<file path="src/rtl/ahblite_bus_mux.sv">
// AHB-Lite address decoder and response multiplexer for one master and NS slaves,
// with a built-in default slave (two-cycle ERROR on unmapped pages) and a stall watchdog.
module ahblite_bus_mux #(
   parameter int                  NS        = 5,
   parameter int                  PW        = 8,
   parameter logic [NS*PW-1:0]    PAGES     = {8'h40, 8'h77, 8'h48, 8'h20, 8'h00},
   parameter int                  TO_CYC    = 255,
   parameter logic [31:0]         DEF_RDATA = 32'hDEADBEEF,
   localparam int                 IW        = (NS > 1) ? $clog2(NS) : 1
) (
   input  logic                   HCLK,
   input  logic                   HRESETn,
   input  logic [31:0]            HADDR,
   input  logic [1:0]             HTRANS,
   output logic                   HREADY,
   output logic                   HRESP,
   output logic [31:0]            HRDATA,
   output logic [NS-1:0]          HSEL,
   input  logic [NS-1:0]          HREADYOUT_S,
   input  logic [NS-1:0]          HRESP_S,
   input  logic [NS*32-1:0]       HRDATA_S,
   output logic                   TIMEOUT,
   output logic [IW-1:0]          TO_IDX
);

   typedef enum logic [2:0] {
      ST_IDLE,
      ST_ERR1,
      ST_ERR2,
      ST_TO1,
      ST_TO2
   } state_t;

   localparam logic [15:0] TO_LAST = 16'(TO_CYC - 1);
   localparam bit          TO_EN   = (TO_CYC != 0);

   state_t          state, state_nxt;
   logic [NS-1:0]   asel;
   logic [15:0]     wd_cnt;
   logic [PW-1:0]   page;
   logic            nomatch;
   logic            active;
   logic            own;
   logic            stall;
   logic            expire;
   logic            sel_rdy;
   logic            sel_resp;
   logic [31:0]     sel_rdata;
   logic            unused_bits;

   function automatic logic [IW-1:0] onehot_idx(input logic [NS-1:0] oh);
      logic [IW-1:0] idx;
      idx = '0;
      for (int i = 0; i < NS; i++) begin
         if (oh[i]) idx = IW'(i);
      end
      return idx;
   endfunction

   assign page        = HADDR[31 -: PW];
   assign active      = HTRANS[1];
   assign unused_bits = ^{HADDR[31-PW:0], HTRANS[0]};

   // Address decode: first matching slot wins so duplicate pages keep HSEL one-hot.
   always_comb begin
      HSEL    = '0;
      nomatch = 1'b1;
      for (int i = 0; i < NS; i++) begin
         if (nomatch && (page == PAGES[i*PW +: PW])) begin
            HSEL[i] = 1'b1;
            nomatch = 1'b0;
         end
      end
   end

   always_comb begin
      sel_rdy   = 1'b1;
      sel_resp  = 1'b0;
      sel_rdata = '0;
      for (int i = 0; i < NS; i++) begin
         if (asel[i]) begin
            sel_rdy   = HREADYOUT_S[i];
            sel_resp  = HRESP_S[i];
            sel_rdata = HRDATA_S[i*32 +: 32];
         end
      end
   end

   assign own    = (state == ST_IDLE) && (|asel);
   assign stall  = own && !sel_rdy;
   assign expire = TO_EN && stall && (wd_cnt == TO_LAST);

   // Response mux: the data-phase slave only owns the bus while the FSM is idle.
   always_comb begin
      HREADY = 1'b1;
      HRESP  = 1'b0;
      HRDATA = DEF_RDATA;
      case (state)
         ST_IDLE: begin
            if (own) begin
               HREADY = sel_rdy;
               HRESP  = sel_resp;
               HRDATA = sel_rdata;
            end
         end
         ST_ERR1, ST_TO1: begin
            HREADY = 1'b0;
            HRESP  = 1'b1;
         end
         ST_ERR2, ST_TO2: begin
            HREADY = 1'b1;
            HRESP  = 1'b1;
         end
         default: ;
      endcase
   end

   always_comb begin
      state_nxt = state;
      case (state)
         ST_IDLE: begin
            if (expire)
               state_nxt = ST_TO1;
            else if (HREADY && active && nomatch)
               state_nxt = ST_ERR1;
         end
         ST_ERR1: state_nxt = ST_ERR2;
         ST_TO1:  state_nxt = ST_TO2;
         ST_ERR2, ST_TO2: begin
            state_nxt = (active && nomatch) ? ST_ERR1 : ST_IDLE;
         end
         default: state_nxt = ST_IDLE;
      endcase
   end

   always_ff @(posedge HCLK or negedge HRESETn) begin
      if (!HRESETn) begin
         state   <= ST_IDLE;
         asel    <= '0;
         wd_cnt  <= '0;
         TIMEOUT <= 1'b0;
         TO_IDX  <= '0;
      end else begin
         state   <= state_nxt;
         TIMEOUT <= expire;
         if (expire) begin
            asel   <= '0;
            TO_IDX <= onehot_idx(asel);
         end else if (HREADY) begin
            asel   <= HSEL & {NS{active}};
         end
         if (HREADY || expire)
            wd_cnt <= '0;
         else if (stall)
            wd_cnt <= wd_cnt + 16'd1;
      end
   end

endmodule

</file>
<file path="config.mk">
export PLATFORM = sky130hd
export DESIGN_NAME = ahblite_bus_mux
export DESIGN_NICKNAME = d
export VERILOG_FILES = /design/src/rtl/ahblite_bus_mux.sv
export SDC_FILE = /design/constraint.sdc
export NUM_CORES = 1
export LEC_CHECK = 0
export CAP_MARGIN = 15
export CORE_MARGIN = 2
export CORE_UTILIZATION = 33
export CTS_CLUSTER_DIAMETER = 40
export CTS_CLUSTER_SIZE = 10
export DETAILED_ROUTE_END_ITERATION = 8
export PLACE_DENSITY = 0.88
export SLEW_MARGIN = 40
export SYNTH_ARGS = -nofsm -noshare
export SYNTH_HDL_FRONTEND = slang
export SYNTH_SLANG_ARGS = --single-unit
</file>
<file path="constraint.sdc">
create_clock -name HCLK -period 3 [get_ports HCLK]
set_clock_uncertainty 0.2 [all_clocks]
set_input_delay 0.6 -clock HCLK [delete_from_list [all_inputs] [get_ports HCLK]]
set_output_delay 0.6 -clock HCLK [all_outputs]
set_load 0.05 [all_outputs]
</file>
==> flow_summary.ini, run 1 <==
[pwr]
p_clk_share_pct = 21.4
p_sw_mw = 0.232
p_seq_share_pct = 40.1
pwr-share-comb_pct = 38.5
sw_frac_of_total_pct = 24.2
p_int_mw = 0.728
vdd_drop_max_uv = 245
p_leak_nw = 2.22
p_per_area_nw_per_um2 = 166

[global_routing]
grt_max_degree = 49
grt_remaining_overflow = 0
antenna_found_initial = 1
grt_pass1_wl_mm = 20.7
grt_pass1_vias = 3999
grt_usage_pct = 26.7

[sta]
fmax_mhz = 343
min_period_ps = 2910
fin_crit_sh_pct = 97.2
worst_hold_slack_ps = 313
slew_viol_final = 0
rsz0062_at_grt = no
slew_headroom_pct = 50.5
setup_viol = 0
setup-tns-final_ps = 0
tightest_slew_ps = 740
hold_viol = 0

[layout]
layout-area-overhead-vs-synth_pct = 101
filler_cell_count = 673
seqCellArea_um2 = 704
multi_input_area_um2 = 2070
nets = 813
drive_gt1_share_pct = 18.5

[clocking]
clock_path_buffers = 2
path_clk_slew_ps = 90
cts_htree_levels = 1
clock_latency_ps = 270
numCtsBuffers = 3
cts.sink_count = 28
post_cts_buffers = 0
root_buffer = clkbuf_8
ctsHoldBuffers = 0
cts_tree = yes

[critical_path]
worstPathMaxFanout = 11
crit_chain = or2_2 -> buf_4 -> nor2_4 -> buf_6 -> a211oi_1 -> o21ai_1 -> buf_12
crit_path_top_delay_cell = dfrtp_2
crit_family = buffers and inverters
critPathArrivalTime_ps = 2110
cp-start-kind = flop
max_stage_delay_ps = 460
crit_type = reg -> out
required_ps = 2200
worst_setup_path_end_kind = primary output
crit_buf_inv = 3

[routing]
initialDrtViolationCount = 231
finalWirelength_mm = 13.7
via_per_inst = 5.68
wl_per_cell_um = 19.2
vias = 4053
route.antenna.remaining_nets = 0
first_pass_iters = 5
drc = 0

[floorplan]
num_rows = 34
start_util_pct = 33.5
io_pins = 249
die_x_um = 97.4
die_y_um = 97.4
core_area_um2 = 8590
dieArea_um2 = 9490

[synthesis]
yosys.area_share.simple_pct = 23.1
netlist_instances = 387
synth-seq-area-share_pct = 24.3
synthAdderAreaFrac_pct = 0.869
synth_top_family_by_area = compound AO/OA/AOI/OAI gates
synth_common_cells = a21oi_1, a221oi_1, inv_1
syn_nets = 595
async_reset_ff_share_pct = 100
synth.most_common_cell = a21oi_1
synth.mux.area_fraction_pct = 1.91
yosys.area_share.xor_xnor_pct = 1.82
netlist_area_um2 = 2880
synth_compound_area_share_pct = 38.9
synth_edf_count = 0
ys_ff_latch = 28
ys.flop_type = dfrtp_1
yosysWarnings = 0
post_synth.cell_area_avg_um2 = 7.44
yosys-top-cells-area = dfrtp_1, a221oi_1, a21oi_1
synth_cell_types = 49
yosys.area.top_type = dfrtp_1
netlist.area_leader.share_pct = 24.3

[place]
routabilityCongestion = 0.932
hpwl_mm = 10.6
port_buffers = 223

[status]
status = complete, no violations

[worst_hold_path]
hold_class = reg -> reg

[flow_run]
cap_viol_max_count = 0
[layout by cell type, fill, tap and decap left out, types with 2 or more instances in the layout]
| master | count |
|---|---|
| o21a_1 | 3 |
| or4_4 | 2 |
| dfrtp_2 | 3 |
| a211oi_1 | 23 |
| or3_1 | 2 |
| and2_1 | 3 |
| a31oi_1 | 2 |
| nor2b_1 | 26 |
| o31ai_1 | 3 |
| nand2b_1 | 5 |
| nor3_1 | 18 |
| clkdlybuf4s50_1 | 184 |
| o221ai_1 | 2 |
| o22ai_1 | 9 |
| a21o_1 | 2 |
| buf_12 | 31 |
| o21ai_0 | 4 |
| inv_1 | 31 |
| nor4b_2 | 2 |
| xnor2_1 | 6 |
| a32o_1 | 6 |
| ha_1 | 2 |
| nand4_1 | 5 |
| nor2_1 | 18 |
| a221oi_1 | 33 |
| dfrtp_1 | 25 |
| a21oi_1 | 41 |
| nor4b_1 | 2 |
| nand3_1 | 5 |
| clkbuf_8 | 3 |
| or2_2 | 2 |
| o21ai_1 | 4 |
| o21ai_2 | 20 |
| nand2_1 | 12 |
| nor4_1 | 3 |
| and3_1 | 3 |
| mux2_2 | 4 |
| buf_4 | 29 |
[logic make-up (layout without fill, tap and decap cells)]
logic type	after synthesis	in the layout
flops	28	28
xor+xnor	6	6
other cells	0	1
simple gates	117	118
compound gates	163	163
buf+inv	66	282
fa+ha+maj	2	2
mux	5	5
[through the flow]
stage | worst slack [ps] | utilization (%) | area (µm²) | cells | power, mW
detailed placement | 42.1 | 65.9 | 5670 | 705 | 0.756
CTS | 9.72 | 66.5 | 5710 | 709 | 0.961
finish | 85.1 | 67.3 | 5780 | 713 | 0.960
floorplan | 22.9 | - | 2970 | 387 | 0.461
global placement | 79.0 | 65.9 | 5660 | 705 | 0.750
global route | 2.53 | 67.3 | 5780 | 713 | 0.998
[power by group through the flow]
stage | Sequential, mW | Clock [mW] | Combinational (mW)
finish | 0.385 | 0.205 | 0.370
CTS | 0.385 | 0.210 | 0.367
detailed placement | 0.392 | 0 | 0.364
floorplan | 0.391 | 0 | 0.0699
global route | 0.385 | 0.222 | 0.390
global placement | 0.392 | 0 | 0.358
[registers in the layout (all words and copies together) (netlist names)]
name,count
state,3
asel,5
TO_IDX,3
wd_cnt,16
TIMEOUT,1
[final timing paths]
check                           from         end  slack (ps)  cells after the start
setup / recovery             asel[2]  HRDATA[31]          90                      7
hold / removal             TO_IDX[1]   TO_IDX[1]         310                      1
setup reg to reg             asel[3]   TO_IDX[0]         490                      6
hold reg to reg            TO_IDX[1]   TO_IDX[1]         310                      1
max in group asynchronous    HRESETn     asel[4]        1830                      2
min in group asynchronous    HRESETn   wd_cnt[0]         500                      2
[repair_timing]
action | in CTS | in global routing
setup endpoints to repair | 0 | 26
gates resized for setup | 0 | 13
hold endpoints to repair | 0 | 0
[layout make-up]
cell class / instances / area share, %
Timing Repair Buffer: 246 / 46.7
Multi-Input combinational cell: 294 / 35.9
Sequential cell: 28 / 12.2
Tap cell: 108 / 2.34
Inverter: 32 / 2.14
Clock buffer: 4 / 0.779
Antenna cell: 1 / 0.0433
[worst reg2reg max path, delay by kind of cell (launching register included)]
| family | cells | cell delay (ps) |
|---|---|---|
| buffers and inverters | 2 | 610 |
| flip-flops | 1 | 370 |
| AO/OA/AOI/OAI | 1 | 340 |
| multiplexers | 1 | 370 |
| AND/OR/NAND/NOR | 2 | 500 |
[per-layer routing]
| metal | GRT usage [%] | wire length, µm | share of wire [%] | up-vias |
|---|---|---|---|---|
| met5 | 0 | 0 | 0 | - |
| met1 | 32.0 | 5190 | 38 | 1903 |
| li1 | - | - | - | 1906 |
| met2 | 47.9 | 7050 | 51 | 208 |
| met4 | 10.1 | 496 | 3.6 | 0 |
| met3 | 3.96 | 987 | 7.2 | 36 |
(Power assumes the default switching activity.)
==> inputs of run 2 (changes only) <==
ABC_AREA = 0   (was unset)
SLEW_MARGIN = 5   (was 40)
==> run 2 against run 1 <==
Compared with the run above:
- clock-buffer cell count stayed put
- sequential power barely moved
- core utilization is 0.087 points lower
- sequential share of layout area hardly changed
- non-clock buffer count increased by 1
- setup slack better by 5.5 ps
- final cell count is 0.14% higher
- worst hold slack better by 4.2 ps
- flip-flop and latch count is the same
- critical path type unchanged
==> flow_summary.ini, run 2 (synthesis gave the netlist of run 1 again) <==
[status]
status = complete, no violations

[critical_path]
critPathArrivalTime_ps = 2110
crit_path_top_delay_cell = dfrtp_1
reg2reg_to = TO_IDX[0]
worstPathMaxFanout = 14
cp-start-kind = flop
required_ps = 2200
ff2ff_setup_slack_ps = 580
crit_type = reg -> out
crit_chain = nor3_1 -> o41a_4 -> buf_4 -> o21ai_2 -> buf_12
crit_family = compound AO/OA/AOI/OAI gates
r2r.worst_path.cells = 5
crit_buf_inv = 2
worst_setup_path_end_kind = primary output
worst-path-stages = 5
max_stage_delay_ps = 440
r2r_start = state[2]

[place]
dp.cells = 705
placed_area_um2 = 5660
dp_worst_setup_slack_ps = 45.7
routabilityCongestion = 0.932
port_buffers = 223
hpwl_mm = 10.7

[clocking]
numCtsBuffers = 3
cts_tree = yes
clock_path_buffers = 2
cts.sink_count = 28
root_buffer = clkbuf_8
path_clk_slew_ps = 90
clock_latency_ps = 280
cts_htree_levels = 1
ctsHoldBuffers = 0

[sta]
fmax_mhz = 344
worst_hold_slack_ps = 317
setup-tns-final_ps = 0
min_period_ps = 2910
fin_crit_sh_pct = 97.0
tightest_slew_ps = 621
slew_headroom_pct = 58.5
setup_viol = 0
worst_slack_ps = 90.7
hold_viol = 0
rsz0062_at_grt = yes
slew_viol_final = 0

[global_routing]
grt_pass1_vias = 3990
grt_remaining_overflow = 0
grt_usage_pct = 26.8
grt_max_degree = 49
antenna_found_initial = 2
grt_pass1_wl_mm = 20.8

[routing]
vias = 4048
first_pass_iters = 6
wl_per_cell_um = 19.2
drc = 0
initialDrtViolationCount = 175
route.antenna.remaining_nets = 0
finalWirelength_mm = 13.7
via_per_inst = 5.67

[layout]
final_cell_mix = clkdlybuf4s50_1, a21oi_1, a221oi_1
final_common_cell = clkdlybuf4s50_1
instances_no_fill = 714
utilization_pct = 67.2
reg_top3 = wd_cnt x16, asel x5
drive_gt1_share_pct = 18.4
nets = 813
design_area_um2 = 5780
largest_register_ffs = 16
regMostFlops = wd_cnt
layout-area-overhead-vs-synth_pct = 101

[pwr]
vdd_drop_max_uv = 260
p_int_mw = 0.728
total_power_mw = 0.966
p_leak_nw = 2.22
p_seq_share_pct = 39.8
p_clk_share_pct = 21.9
p_per_area_nw_per_um2 = 167
p_sw_mw = 0.238
pwr-share-comb_pct = 38.2
sw_frac_of_total_pct = 24.6

[worst_hold_path]
holdPathStages = 1
hold_start = TO_IDX[2]
hold_class = reg -> reg
holdPathEnd = TO_IDX[2]

[floorplan]
dieArea_um2 = 9490
start_util_pct = 33.5
core_area_um2 = 8590
num_rows = 34
io_pins = 249
die_y_um = 97.4
die_x_um = 97.4

[flow_run]
cap_viol_max_count = 0
==> run 2: cell count changes in the layout (fill, tap and decap cells not counted) <==
cell     previous run  this run
a21oi_2             0         1
a21oi_4             1         0
buf_4              29        30
dfrtp_1            25        26
dfrtp_2             3         2
diode_2             1         2
nor2b_2             1         0
==> run 2: what timing repair did <==
action,4_1_cts,5_1_grt
gates resized for setup,1,9
setup endpoints to repair,24,25
setup buffers,0,2
cloned,0,1
pin swaps,0,1
==> run 2: worst max path at each step <==
stage	endpoint	slack [ps]	from
finish	HRDATA[15]	90	state[2]
global route	HRDATA[0]	-20	asel[2]
CTS	HRDATA[0]	30	asel[2]
detailed placement	HSEL[2]	50	HADDR[24]
global placement	HSEL[2]	80	HADDR[24]
floorplan	HSEL[2]	20	HADDR[24]
==> run 2: layout make-up <==
type | instances | area (µm²)
Antenna cell | 2 | 5.00
Clock buffer | 4 | 45.0
Fill cell | 654 | 2820
Inverter | 32 | 124
Multi-Input combinational cell | 293 | 2060
Sequential cell | 28 | 703
Tap cell | 108 | 135
Timing Repair Buffer | 247 | 2710
==> run 2: per-layer routing <==
layer	track usage, %	share of wire (%)
met1	32.5	39
met2	48.0	51
met3	3.38	6.2
met4	10.7	3.9
met5	0	0
==> run 2: power by group through the flow <==
stage	Combinational [mW]	Clock (mW)	Sequential (mW)
global placement	0.358	0	0.392
detailed placement	0.365	0	0.392
finish	0.369	0.212	0.385
global route	0.389	0.226	0.386
floorplan	0.0699	0	0.391
CTS	0.367	0.211	0.385
==> run 2: worst register-to-register path, stage by stage, from the launching register on <==
cell	delay, ps
dfrtp_1	440
nor3_1	420
o41a_4	380
buf_4	210
nand4_1	280
mux2_2	380
==> inputs of run 3 (changes only) <==
CAP_MARGIN = unset   (was 15)
==> results of run 3 <==
The final DEF is identical to that of run 2; final timing and power are the same.
